File: config.mk
export PLATFORM = sky130hd
export DESIGN_NAME = ex_skid_queue_way0_flat
export DESIGN_NICKNAME = d
export VERILOG_FILES = /design/src/rtl/ex_skid_queue_way0_pkg.sv /design/src/rtl/ex_skid_queue_way0_if.sv /design/src/rtl/ex_skid_queue_way0_sync_fifo_ctrl.sv /design/src/rtl/ex_skid_queue_way0.sv /design/src/flat_wrapper.sv
export SDC_FILE = /design/constraint.sdc
export NUM_CORES = 1
export LEC_CHECK = 0
export BUFFER_PORTS_ARGS = -buffer_cell sky130_fd_sc_hd__buf_2
export CAP_MARGIN = 20
export CORE_ASPECT_RATIO = 1.2
export CORE_UTILIZATION = 54
export CTS_CLUSTER_DIAMETER = 30
export CTS_CLUSTER_SIZE = 16
export DETAILED_ROUTE_END_ITERATION = 12
export GPL_ROUTABILITY_DRIVEN = 0
export PLACE_DENSITY_LB_ADDON = 0.2
export SKIP_CTS_REPAIR_TIMING = 1
export SYNTH_ARGS = -nofsm -noshare
export SYNTH_HDL_FRONTEND = slang
export SYNTH_HIERARCHICAL = 1
export SYNTH_SLANG_ARGS = --single-unit
File: constraint.sdc
create_clock -name clk -period 31.1 [get_ports clk]
set_clock_uncertainty 0.2 [all_clocks]
set_input_delay 3.11 -clock clk [delete_from_list [all_inputs] [get_ports clk]]
set_output_delay 3.11 -clock clk [all_outputs]
set_load 0.03 [all_outputs]
File: src/rtl/ex_skid_queue_way0_pkg.sv
`default_nettype none
// ============================================================================
// Package     : du_ex_pkg
// Description : Field widths and packed decode->execute bundle for way0.
// Revision    : 1.0 - initial release
// ============================================================================
package du_ex_pkg;

  localparam int c_RD_ADDR_W = 5;
  localparam int c_PC_W      = 32;
  localparam int c_DATA_W    = 64;
  localparam int c_OPCODE_W  = 7;
  localparam int c_FUNCT3_W  = 3;
  localparam int c_FUNCT7_W  = 7;
  localparam int c_SHAMT_W   = 6;
  localparam int c_PID_W     = 2;

  // 255-bit bundle, field order fixed by the DU pipeline register
  typedef struct packed {
    logic [c_RD_ADDR_W-1:0] rdAddr;
    logic                   rdWriteEnable;
    logic [c_PC_W-1:0]      instAddr;
    logic [c_DATA_W-1:0]    rs1ReadData;
    logic [c_DATA_W-1:0]    rs2ReadData;
    logic [c_DATA_W-1:0]    imm;
    logic [c_OPCODE_W-1:0]  opCode;
    logic [c_FUNCT3_W-1:0]  funct3;
    logic [c_FUNCT7_W-1:0]  funct7;
    logic [c_SHAMT_W-1:0]   shamt;
    logic [c_PID_W-1:0]     way0_pID;
  } du_ex_bundle_t;

endpackage
`default_nettype wire

File: src/rtl/ex_skid_queue_way0_if.sv
`default_nettype none
// ============================================================================
// Interface   : ex_skid_queue_way0_if
// Description : Upstream/downstream valid-ready bundle ports of the way0 queue.
// Revision    : 1.0 - initial release
// ============================================================================
interface ex_skid_queue_way0_if #(
  parameter int DEPTH = 2
);
  import du_ex_pkg::*;

  localparam int c_CNT_W = $clog2(DEPTH) + 1;

  logic                   flush_i;
  logic                   valid_i;
  logic                   ready_o;
  logic [c_RD_ADDR_W-1:0] rdAddr_i;
  logic                   rdWriteEnable_i;
  logic [c_PC_W-1:0]      instAddr_i;
  logic [c_DATA_W-1:0]    rs1ReadData_i;
  logic [c_DATA_W-1:0]    rs2ReadData_i;
  logic [c_DATA_W-1:0]    imm_i;
  logic [c_OPCODE_W-1:0]  opCode_i;
  logic [c_FUNCT3_W-1:0]  funct3_i;
  logic [c_FUNCT7_W-1:0]  funct7_i;
  logic [c_SHAMT_W-1:0]   shamt_i;
  logic [c_PID_W-1:0]     way0_pID_i;

  logic                   valid_o;
  logic                   ready_i;
  logic [c_RD_ADDR_W-1:0] rdAddr_o;
  logic                   rdWriteEnable_o;
  logic [c_PC_W-1:0]      instAddr_o;
  logic [c_DATA_W-1:0]    rs1ReadData_o;
  logic [c_DATA_W-1:0]    rs2ReadData_o;
  logic [c_DATA_W-1:0]    imm_o;
  logic [c_OPCODE_W-1:0]  opCode_o;
  logic [c_FUNCT3_W-1:0]  funct3_o;
  logic [c_FUNCT7_W-1:0]  funct7_o;
  logic [c_SHAMT_W-1:0]   shamt_o;
  logic [c_PID_W-1:0]     way0_pID_o;
  logic [c_CNT_W-1:0]     count_o;

  modport slave (
    input  flush_i, valid_i, rdAddr_i, rdWriteEnable_i, instAddr_i,
           rs1ReadData_i, rs2ReadData_i, imm_i, opCode_i, funct3_i,
           funct7_i, shamt_i, way0_pID_i, ready_i,
    output ready_o, valid_o, rdAddr_o, rdWriteEnable_o, instAddr_o,
           rs1ReadData_o, rs2ReadData_o, imm_o, opCode_o, funct3_o,
           funct7_o, shamt_o, way0_pID_o, count_o
  );

  modport master (
    output flush_i, valid_i, rdAddr_i, rdWriteEnable_i, instAddr_i,
           rs1ReadData_i, rs2ReadData_i, imm_i, opCode_i, funct3_i,
           funct7_i, shamt_i, way0_pID_i, ready_i,
    input  ready_o, valid_o, rdAddr_o, rdWriteEnable_o, instAddr_o,
           rs1ReadData_o, rs2ReadData_o, imm_o, opCode_o, funct3_o,
           funct7_o, shamt_o, way0_pID_o, count_o
  );

endinterface
`default_nettype wire

File: src/rtl/ex_skid_queue_way0_sync_fifo_ctrl.sv
`default_nettype none
// ============================================================================
// Module      : sync_fifo_ctrl
// Description : Pointers, occupancy and registered ready/valid for a DEPTH FIFO.
// Revision    : 1.0 - initial release
// ============================================================================
module sync_fifo_ctrl #(
  parameter int DEPTH   = 2,
  parameter int c_PTR_W = $clog2(DEPTH),
  parameter int c_CNT_W = $clog2(DEPTH) + 1
) (
  input  wire logic               clk,
  input  wire logic               reset_n,
  input  wire logic               flush_i,
  input  wire logic               valid_i,
  input  wire logic               ready_i,
  output logic                    push_o,
  output logic                    pop_o,
  output logic [c_PTR_W-1:0]      wptr_o,
  output logic [c_PTR_W-1:0]      rptr_o,
  output logic [c_CNT_W-1:0]      count_o,
  output logic                    ready_o,
  output logic                    valid_o
);

  logic [c_PTR_W-1:0] wptr_q, wptr_d;
  logic [c_PTR_W-1:0] rptr_q, rptr_d;
  logic [c_CNT_W-1:0] count_q, count_d;
  logic               ready_q, ready_d;
  logic               valid_q, valid_d;
  logic               w_push, w_pop;

  // Handshakes qualify only against the registered flags
  assign w_push = valid_i && ready_q && !flush_i;
  assign w_pop  = valid_q && ready_i && !flush_i;

  always_comb begin
    wptr_d  = wptr_q;
    rptr_d  = rptr_q;
    count_d = count_q;
    if (flush_i) begin
      wptr_d  = '0;
      rptr_d  = '0;
      count_d = '0;
    end else begin
      if (w_push) wptr_d = wptr_q + c_PTR_W'(1);
      if (w_pop)  rptr_d = rptr_q + c_PTR_W'(1);
      count_d = count_q + c_CNT_W'(w_push) - c_CNT_W'(w_pop);
    end
    ready_d = (count_d < c_CNT_W'(DEPTH));
    valid_d = (count_d != '0);
  end

  always_ff @(posedge clk) begin
    if (!reset_n) begin
      wptr_q  <= '0;
      rptr_q  <= '0;
      count_q <= '0;
      ready_q <= 1'b0;
      valid_q <= 1'b0;
    end else begin
      wptr_q  <= wptr_d;
      rptr_q  <= rptr_d;
      count_q <= count_d;
      ready_q <= ready_d;
      valid_q <= valid_d;
    end
  end

  assign push_o  = w_push;
  assign pop_o   = w_pop;
  assign wptr_o  = wptr_q;
  assign rptr_o  = rptr_q;
  assign count_o = count_q;
  assign ready_o = ready_q;
  assign valid_o = valid_q;

endmodule
`default_nettype wire

File: src/rtl/ex_skid_queue_way0.sv
`default_nettype none
// ============================================================================
// Module      : ex_skid_queue_way0
// Description : Registered-ready receive queue for the way0 decode->execute bundle.
// Revision    : 1.0 - initial release
// ============================================================================
module ex_skid_queue_way0
  import du_ex_pkg::*;
#(
  parameter int DEPTH = 2
) (
  input  wire logic             clk,
  input  wire logic             reset_n,
  ex_skid_queue_way0_if.slave   bus
);

  localparam int c_PTR_W = $clog2(DEPTH);
  localparam int c_CNT_W = $clog2(DEPTH) + 1;

  du_ex_bundle_t        mem_q [DEPTH];
  du_ex_bundle_t        w_in_bundle;
  du_ex_bundle_t        w_head;
  logic                 w_push;
  logic                 w_pop;
  logic [c_PTR_W-1:0]   w_wptr;
  logic [c_PTR_W-1:0]   w_rptr;
  logic [c_CNT_W-1:0]   w_count;
  logic                 w_ready;
  logic                 w_valid;

  sync_fifo_ctrl #(
    .DEPTH (DEPTH)
  ) u_ctrl (
    .clk     (clk),
    .reset_n (reset_n),
    .flush_i (bus.flush_i),
    .valid_i (bus.valid_i),
    .ready_i (bus.ready_i),
    .push_o  (w_push),
    .pop_o   (w_pop),
    .wptr_o  (w_wptr),
    .rptr_o  (w_rptr),
    .count_o (w_count),
    .ready_o (w_ready),
    .valid_o (w_valid)
  );

  always_comb begin
    w_in_bundle               = '0;
    w_in_bundle.rdAddr        = bus.rdAddr_i;
    w_in_bundle.rdWriteEnable = bus.rdWriteEnable_i;
    w_in_bundle.instAddr      = bus.instAddr_i;
    w_in_bundle.rs1ReadData   = bus.rs1ReadData_i;
    w_in_bundle.rs2ReadData   = bus.rs2ReadData_i;
    w_in_bundle.imm           = bus.imm_i;
    w_in_bundle.opCode        = bus.opCode_i;
    w_in_bundle.funct3        = bus.funct3_i;
    w_in_bundle.funct7        = bus.funct7_i;
    w_in_bundle.shamt         = bus.shamt_i;
    w_in_bundle.way0_pID      = bus.way0_pID_i;
  end

  // Entries are cleared on reset so the head mux reads zero afterwards
  always_ff @(posedge clk) begin
    if (!reset_n) begin
      for (int i = 0; i < DEPTH; i++) begin
        mem_q[i] <= '0;
      end
    end else if (w_push) begin
      mem_q[w_wptr] <= w_in_bundle;
    end
  end

  assign w_head = mem_q[w_rptr];

  assign bus.ready_o         = w_ready;
  assign bus.valid_o         = w_valid;
  assign bus.count_o         = w_count;
  assign bus.rdAddr_o        = w_head.rdAddr;
  assign bus.rdWriteEnable_o = w_head.rdWriteEnable;
  assign bus.instAddr_o      = w_head.instAddr;
  assign bus.rs1ReadData_o   = w_head.rs1ReadData;
  assign bus.rs2ReadData_o   = w_head.rs2ReadData;
  assign bus.imm_o           = w_head.imm;
  assign bus.opCode_o        = w_head.opCode;
  assign bus.funct3_o        = w_head.funct3;
  assign bus.funct7_o        = w_head.funct7;
  assign bus.shamt_o         = w_head.shamt;
  assign bus.way0_pID_o      = w_head.way0_pID;

  logic w_unused;
  assign w_unused = w_pop;

endmodule
`default_nettype wire

File: src/flat_wrapper.sv
// flat-port wrapper written by rule: the top's interface ports become plain ports
module ex_skid_queue_way0_flat import du_ex_pkg::*;
#(
  parameter int DEPTH = 2
)
  (clk, reset_n, bus_flush_i, bus_valid_i, bus_rdAddr_i, bus_rdWriteEnable_i, bus_instAddr_i, bus_rs1ReadData_i, bus_rs2ReadData_i, bus_imm_i, bus_opCode_i, bus_funct3_i, bus_funct7_i, bus_shamt_i, bus_way0_pID_i, bus_ready_i, bus_ready_o, bus_valid_o, bus_rdAddr_o, bus_rdWriteEnable_o, bus_instAddr_o, bus_rs1ReadData_o, bus_rs2ReadData_o, bus_imm_o, bus_opCode_o, bus_funct3_o, bus_funct7_o, bus_shamt_o, bus_way0_pID_o, bus_count_o);
  ex_skid_queue_way0_if #(.DEPTH(DEPTH)) bus_i ();
  input  wire logic clk;
  input  wire logic reset_n;
  input wire logic [$bits(bus_i.flush_i)-1:0] bus_flush_i;
  input wire logic [$bits(bus_i.valid_i)-1:0] bus_valid_i;
  input wire logic [$bits(bus_i.rdAddr_i)-1:0] bus_rdAddr_i;
  input wire logic [$bits(bus_i.rdWriteEnable_i)-1:0] bus_rdWriteEnable_i;
  input wire logic [$bits(bus_i.instAddr_i)-1:0] bus_instAddr_i;
  input wire logic [$bits(bus_i.rs1ReadData_i)-1:0] bus_rs1ReadData_i;
  input wire logic [$bits(bus_i.rs2ReadData_i)-1:0] bus_rs2ReadData_i;
  input wire logic [$bits(bus_i.imm_i)-1:0] bus_imm_i;
  input wire logic [$bits(bus_i.opCode_i)-1:0] bus_opCode_i;
  input wire logic [$bits(bus_i.funct3_i)-1:0] bus_funct3_i;
  input wire logic [$bits(bus_i.funct7_i)-1:0] bus_funct7_i;
  input wire logic [$bits(bus_i.shamt_i)-1:0] bus_shamt_i;
  input wire logic [$bits(bus_i.way0_pID_i)-1:0] bus_way0_pID_i;
  input wire logic [$bits(bus_i.ready_i)-1:0] bus_ready_i;
  output wire logic [$bits(bus_i.ready_o)-1:0] bus_ready_o;
  output wire logic [$bits(bus_i.valid_o)-1:0] bus_valid_o;
  output wire logic [$bits(bus_i.rdAddr_o)-1:0] bus_rdAddr_o;
  output wire logic [$bits(bus_i.rdWriteEnable_o)-1:0] bus_rdWriteEnable_o;
  output wire logic [$bits(bus_i.instAddr_o)-1:0] bus_instAddr_o;
  output wire logic [$bits(bus_i.rs1ReadData_o)-1:0] bus_rs1ReadData_o;
  output wire logic [$bits(bus_i.rs2ReadData_o)-1:0] bus_rs2ReadData_o;
  output wire logic [$bits(bus_i.imm_o)-1:0] bus_imm_o;
  output wire logic [$bits(bus_i.opCode_o)-1:0] bus_opCode_o;
  output wire logic [$bits(bus_i.funct3_o)-1:0] bus_funct3_o;
  output wire logic [$bits(bus_i.funct7_o)-1:0] bus_funct7_o;
  output wire logic [$bits(bus_i.shamt_o)-1:0] bus_shamt_o;
  output wire logic [$bits(bus_i.way0_pID_o)-1:0] bus_way0_pID_o;
  output wire logic [$bits(bus_i.count_o)-1:0] bus_count_o;
  assign bus_i.flush_i = bus_flush_i;
  assign bus_i.valid_i = bus_valid_i;
  assign bus_i.rdAddr_i = bus_rdAddr_i;
  assign bus_i.rdWriteEnable_i = bus_rdWriteEnable_i;
  assign bus_i.instAddr_i = bus_instAddr_i;
  assign bus_i.rs1ReadData_i = bus_rs1ReadData_i;
  assign bus_i.rs2ReadData_i = bus_rs2ReadData_i;
  assign bus_i.imm_i = bus_imm_i;
  assign bus_i.opCode_i = bus_opCode_i;
  assign bus_i.funct3_i = bus_funct3_i;
  assign bus_i.funct7_i = bus_funct7_i;
  assign bus_i.shamt_i = bus_shamt_i;
  assign bus_i.way0_pID_i = bus_way0_pID_i;
  assign bus_i.ready_i = bus_ready_i;
  assign bus_ready_o = bus_i.ready_o;
  assign bus_valid_o = bus_i.valid_o;
  assign bus_rdAddr_o = bus_i.rdAddr_o;
  assign bus_rdWriteEnable_o = bus_i.rdWriteEnable_o;
  assign bus_instAddr_o = bus_i.instAddr_o;
  assign bus_rs1ReadData_o = bus_i.rs1ReadData_o;
  assign bus_rs2ReadData_o = bus_i.rs2ReadData_o;
  assign bus_imm_o = bus_i.imm_o;
  assign bus_opCode_o = bus_i.opCode_o;
  assign bus_funct3_o = bus_i.funct3_o;
  assign bus_funct7_o = bus_i.funct7_o;
  assign bus_shamt_o = bus_i.shamt_o;
  assign bus_way0_pID_o = bus_i.way0_pID_o;
  assign bus_count_o = bus_i.count_o;
  ex_skid_queue_way0 #(.DEPTH(DEPTH)) u_core (.clk(clk), .reset_n(reset_n), .bus(bus_i));
endmodule
[Word-level counts from Yosys, hierarchy flattened]
Memories as Yosys holds them, arrays and structs flattened. A register that Yosys moved wholly into a read port is not among the register bits.
Index checks and enable logic that the tools add are counted.
Storage, ports and cells
  bits in registers: 6
  memory bits (writable): 510
  input port bits: 260
  word-level logic and storage cells: 30
  memories kept: 1
Operators by class
  $add $sub $neg: 4
  order comparisons: 1
  mux-type cells: 10
  bitwise logic cells: 1
  reductions and logical operators: 8
Memory list
  u_core.mem_q: words 2, width 255, read ports 1, clocked after memory_dff 1, write ports 2, line ex_skid_queue_way0.sv:20  | du_ex_bundle_t mem_q [DEPTH];
Operator list (number)
  $mux W255: 1
  $reduce_or A255 Y1: 1
  $mux W1: 8
  $logic_and A1 B1 Y1: 4
  $add A1 B1 Y1 const B: 2
  $add A2 B1 Y2: 1
  $lt A2 B2 Y1 const B: 1
  $mux W2: 1
  $reduce_bool A2 Y1: 1
  $reduce_or A2 Y1: 1
  $sub A2 B1 Y2: 1
  $logic_not A1 Y1: 1
  $not A1 Y1: 1

[Depth between registers and ports, before layout]
  depth in word-level cells: 7
  depth in mapped cells: 7
  mapped depth without buffers: 7

[Cells and area by module]
Netlist, hierarchy kept.
By module, submodules not included
  ex_skid_queue_way0: instances 1, cells an instance 1393, area each 21909.8 µm²
  sync_fifo_ctrl: instances 1, cells an instance 27, area each 265.3 µm²

[Worst setup path after synthesis]
Ideal clock, no wire load.
  path kind: input port to flip-flop
  from: in bus_valid_i
  to: mem u_core/mem_q[0][0] (netlist name) (enable)
  data arrival time: 21.157 ns
  slack: 8.519 ns
  cell stages on the path: 4
  path buffers: 0
  cell sequence: nand2_1 nor2_1 inv_1 o21ai_0
RTL lines
  start: declaration: line flat_wrapper.sv:11  | input wire logic [$bits(bus_i.valid_i)-1:0] bus_valid_i;
  end: declaration: line ex_skid_queue_way0.sv:20

==> run metrics <==
status finished clean; Starting Density 0.552; fill cell count between 2000 and 3000; # H-tree levels 3; crit share post-route 0.226; Synth Cell Area about 0.022 mm^2; Remaining Overflow, GRT 0; Worst Path Arrival around 3.7 ns; CTS tree built; synthesized instance count approximately 1400; worst reg2reg setup slack 26.81 ns; sequential share of power 0.419; register area share after synthesis 0.696; Slew @ Worst Pin roughly 1.1 ns; WHS Path Cells 2; gr usage total 0.271; switching power around 450 uW; vias per inst 5.47; unrepaired setup endpoints after global routing false; Fin. Hold Viols 0; DRC 0; initial DRC count roughly 1000; Cell Rows 80; final worst path period need a little over 7 ns; CTS root buf clkbuf_16; Critical Path Start u_core/u_ctrl/rptr_o; Sw Ratio 0.233; post-synth cell types 21; number of synthesis warnings 6; worst endpoint required time between 20 and 30 ns; Final Max Tran Viols 0; core area roughly 0.040 mm^2; wire length per cell roughly 22 um; Layout Nets between 2000 and 2500; DIE WIDTH ~190 um; CTS Buf Count 90; Post-synth EDFFs 510; leakage around 0.013 uW; count of final setup violators 0; die area between 0.04 and 0.05 mm^2; post-route setup TNS 0 ns; fraction of registers with async set/reset 0; layout cell share with drive strength beyond 1 0.472; final std cells w/o fill 2557; first-pass GRT wire length 84100 um; Max-slew headroom 0.280; mean post-synth cell area about 16 um^2; IO Port Bufs between 500 and 600; P per Cell Area a little under 70 mW/mm^2; CTS clock-pin slew for the worst setup and hold paths approximately 0.050 ns; Reg area about 0.015 mm^2; # Max-Cap Violations 0; vias in the first global route 14378; Die H 224 um; Via Count 13979; share of total power in combinational logic 0.068; largest net degree at the start of global routing 107; FF-to-FF path depth 4; Setup Crit Path Kind flip-flop to output port; remaining antenna violation count after routing 0; IO Count around 520; initial antenna violation count 26; Startpoint Class flip-flop; Bufs on Longest Clock Path 3; area delta synth->final 27.3%; Critical Path End Type output port; Peak Freq 142 MHz; Worst Path Max Fanout slightly below 80; Clk pwr share 0.513; Critical Path Sink bus_rs2ReadData_o[0]; syn nets around 1700; total routed wirelength approximately 57000 um; RR Startpoint u_core/u_ctrl/wptr_o; Multi-input gate area between 0.006 and 0.007 mm^2; drt pass-1 iters 5; r2r endpoint u_core/mem_q[1][146]; peak supply drop 0.0000509 V; Design Power just under 2000 uW; FF+latch count, synth 516; # placed instances 2375; worst-skew pair later-pin latency just over 0.6 ns; dpl hpwl between 30000 and 40000 um; CTS sink count 516; P_int approximately 1500 uW; hold crit path type flip-flop to flip-flop; Top FF cell, synth edfxtp_1
worst max-delay path: stages, from the launching register on:
cell	delay, ns
dfxtp_4	0.79
buf_4	0.73
buf_4	0.81
mux2_2	0.43
buf_2	0.18
synthesized netlist by cell type (2+ instances only):
library cell	number	area share
edfxtp_1	510	0.69
inv_1	4	0.00068
clkbuf_1	49	0.0083
dfxtp_1	6	0.0054
nand3b_1	2	0.00068
buf_2	59	0.013
ha_1	2	0.0011
mux2_2	255	0.13
a21bo_2	2	0.00090
nor2_1	4	0.00068
and3_1	255	0.072
and2_1	256	0.072
a21oi_1	3	0.00068
clkbuf_2	3	0.00068
nand2_1	4	0.00068
cell families (layout without fill, tap and decap cells):
group / after synthesis / after routing / synth area share
flip-flops: 516 / 516 / 0.696
multiplexers: 255 / 255 / 0.129
other: 0 / 17 / 0
XOR/XNOR: 1 / 1 / 0.00102
AO/OA/AOI/OAI: 7 / 7 / 0.00214
buffers and inverters: 116 / 703 / 0.0233
adder cells (fa/ha/maj): 2 / 2 / 0.00113
AND/OR/NAND/NOR: 523 / 523 / 0.147
sequential cells by signal, summed over array words and instances, names as in the netlist:
register,cells
u_core/u_ctrl/count_o,2
u_core/mem_q,510
u_core/u_ctrl/rptr_o,1
u_core/u_ctrl/wptr_o,1
u_core/u_ctrl/ready_o,1
u_core/u_ctrl/valid_o,1
cell type report:
type                            instances  share of cell area
Tap cell                              533              0.0236
Timing Repair Buffer                  534              0.0961
Multi-Input combinational cell        788               0.221
Antenna cell                           17             0.00151
Inverter                                4            0.000532
Clock buffer                           96              0.0814
Sequential cell                       516               0.547
Clock inverter                         69              0.0282
worst min path at each step:
stage | start | end | slack [ns]
2_1_floorplan | u_core/u_ctrl/rptr_o | u_core/u_ctrl/rptr_o | 0.34
3_3_place_gp | u_core/u_ctrl/valid_o | u_core/u_ctrl/rptr_o | 0.30
3_5_place_dp | u_core/u_ctrl/valid_o | u_core/u_ctrl/rptr_o | 0.30
4_1_cts | u_core/u_ctrl/valid_o | u_core/u_ctrl/rptr_o | 0.31
5_1_grt | u_core/u_ctrl/valid_o | u_core/u_ctrl/rptr_o | 0.34
6_report | u_core/u_ctrl/valid_o | u_core/u_ctrl/rptr_o | 0.31
metrics by stage:
step | cell area, um^2 | hold slack (ns) | worst slack (ns) | utilization
5_1_grt | 28200 | 0.337 | 23.89 | 0.703
4_1_cts | 28200 | 0.309 | 24.04 | 0.702
3_3_place_gp | 25100 | 0.296 | 24.32 | 0.625
6_report | 28200 | 0.315 | 24.06 | 0.703
2_1_floorplan | 22200 | 0.337 | 8.52 | -
3_5_place_dp | 25100 | 0.300 | 24.31 | 0.625
layout by cell type (no fill, tap or decap), types with 5 or more instances in the layout:
cell,instances
buf_2,518
edfxtp_1,510
mux2_2,255
and2_1,255
and3_1,255
clkbuf_16,91
diode_2,17
buf_4,16
clkinvlp_4,15
bufinv_16,12
inv_6,9
clkinv_4,9
clkinv_1,9
clkinv_2,9
clkbuf_1,5
power by group through the flow:
| stage | logic (uW) | clock network [uW] | registers (uW) |
|---|---|---|---|
| after floorplan | 81.0 | 0 | 834 |
| after global placement | 129 | 0 | 822 |
| after detailed placement | 131 | 0 | 823 |
| after CTS | 132 | 1000 | 810 |
| after global routing | 139 | 1030 | 812 |
| final | 131 | 990 | 810 |
metal layers:
metal,vias up,GRT usage,wire length (um)
li1,6349,-,-
met1,6815,0.312,20800
met2,661,0.439,28400
met3,138,0.0868,5120
met4,16,0.171,2920
met5,-,0,102
Power figures use the tool's default switching activity.
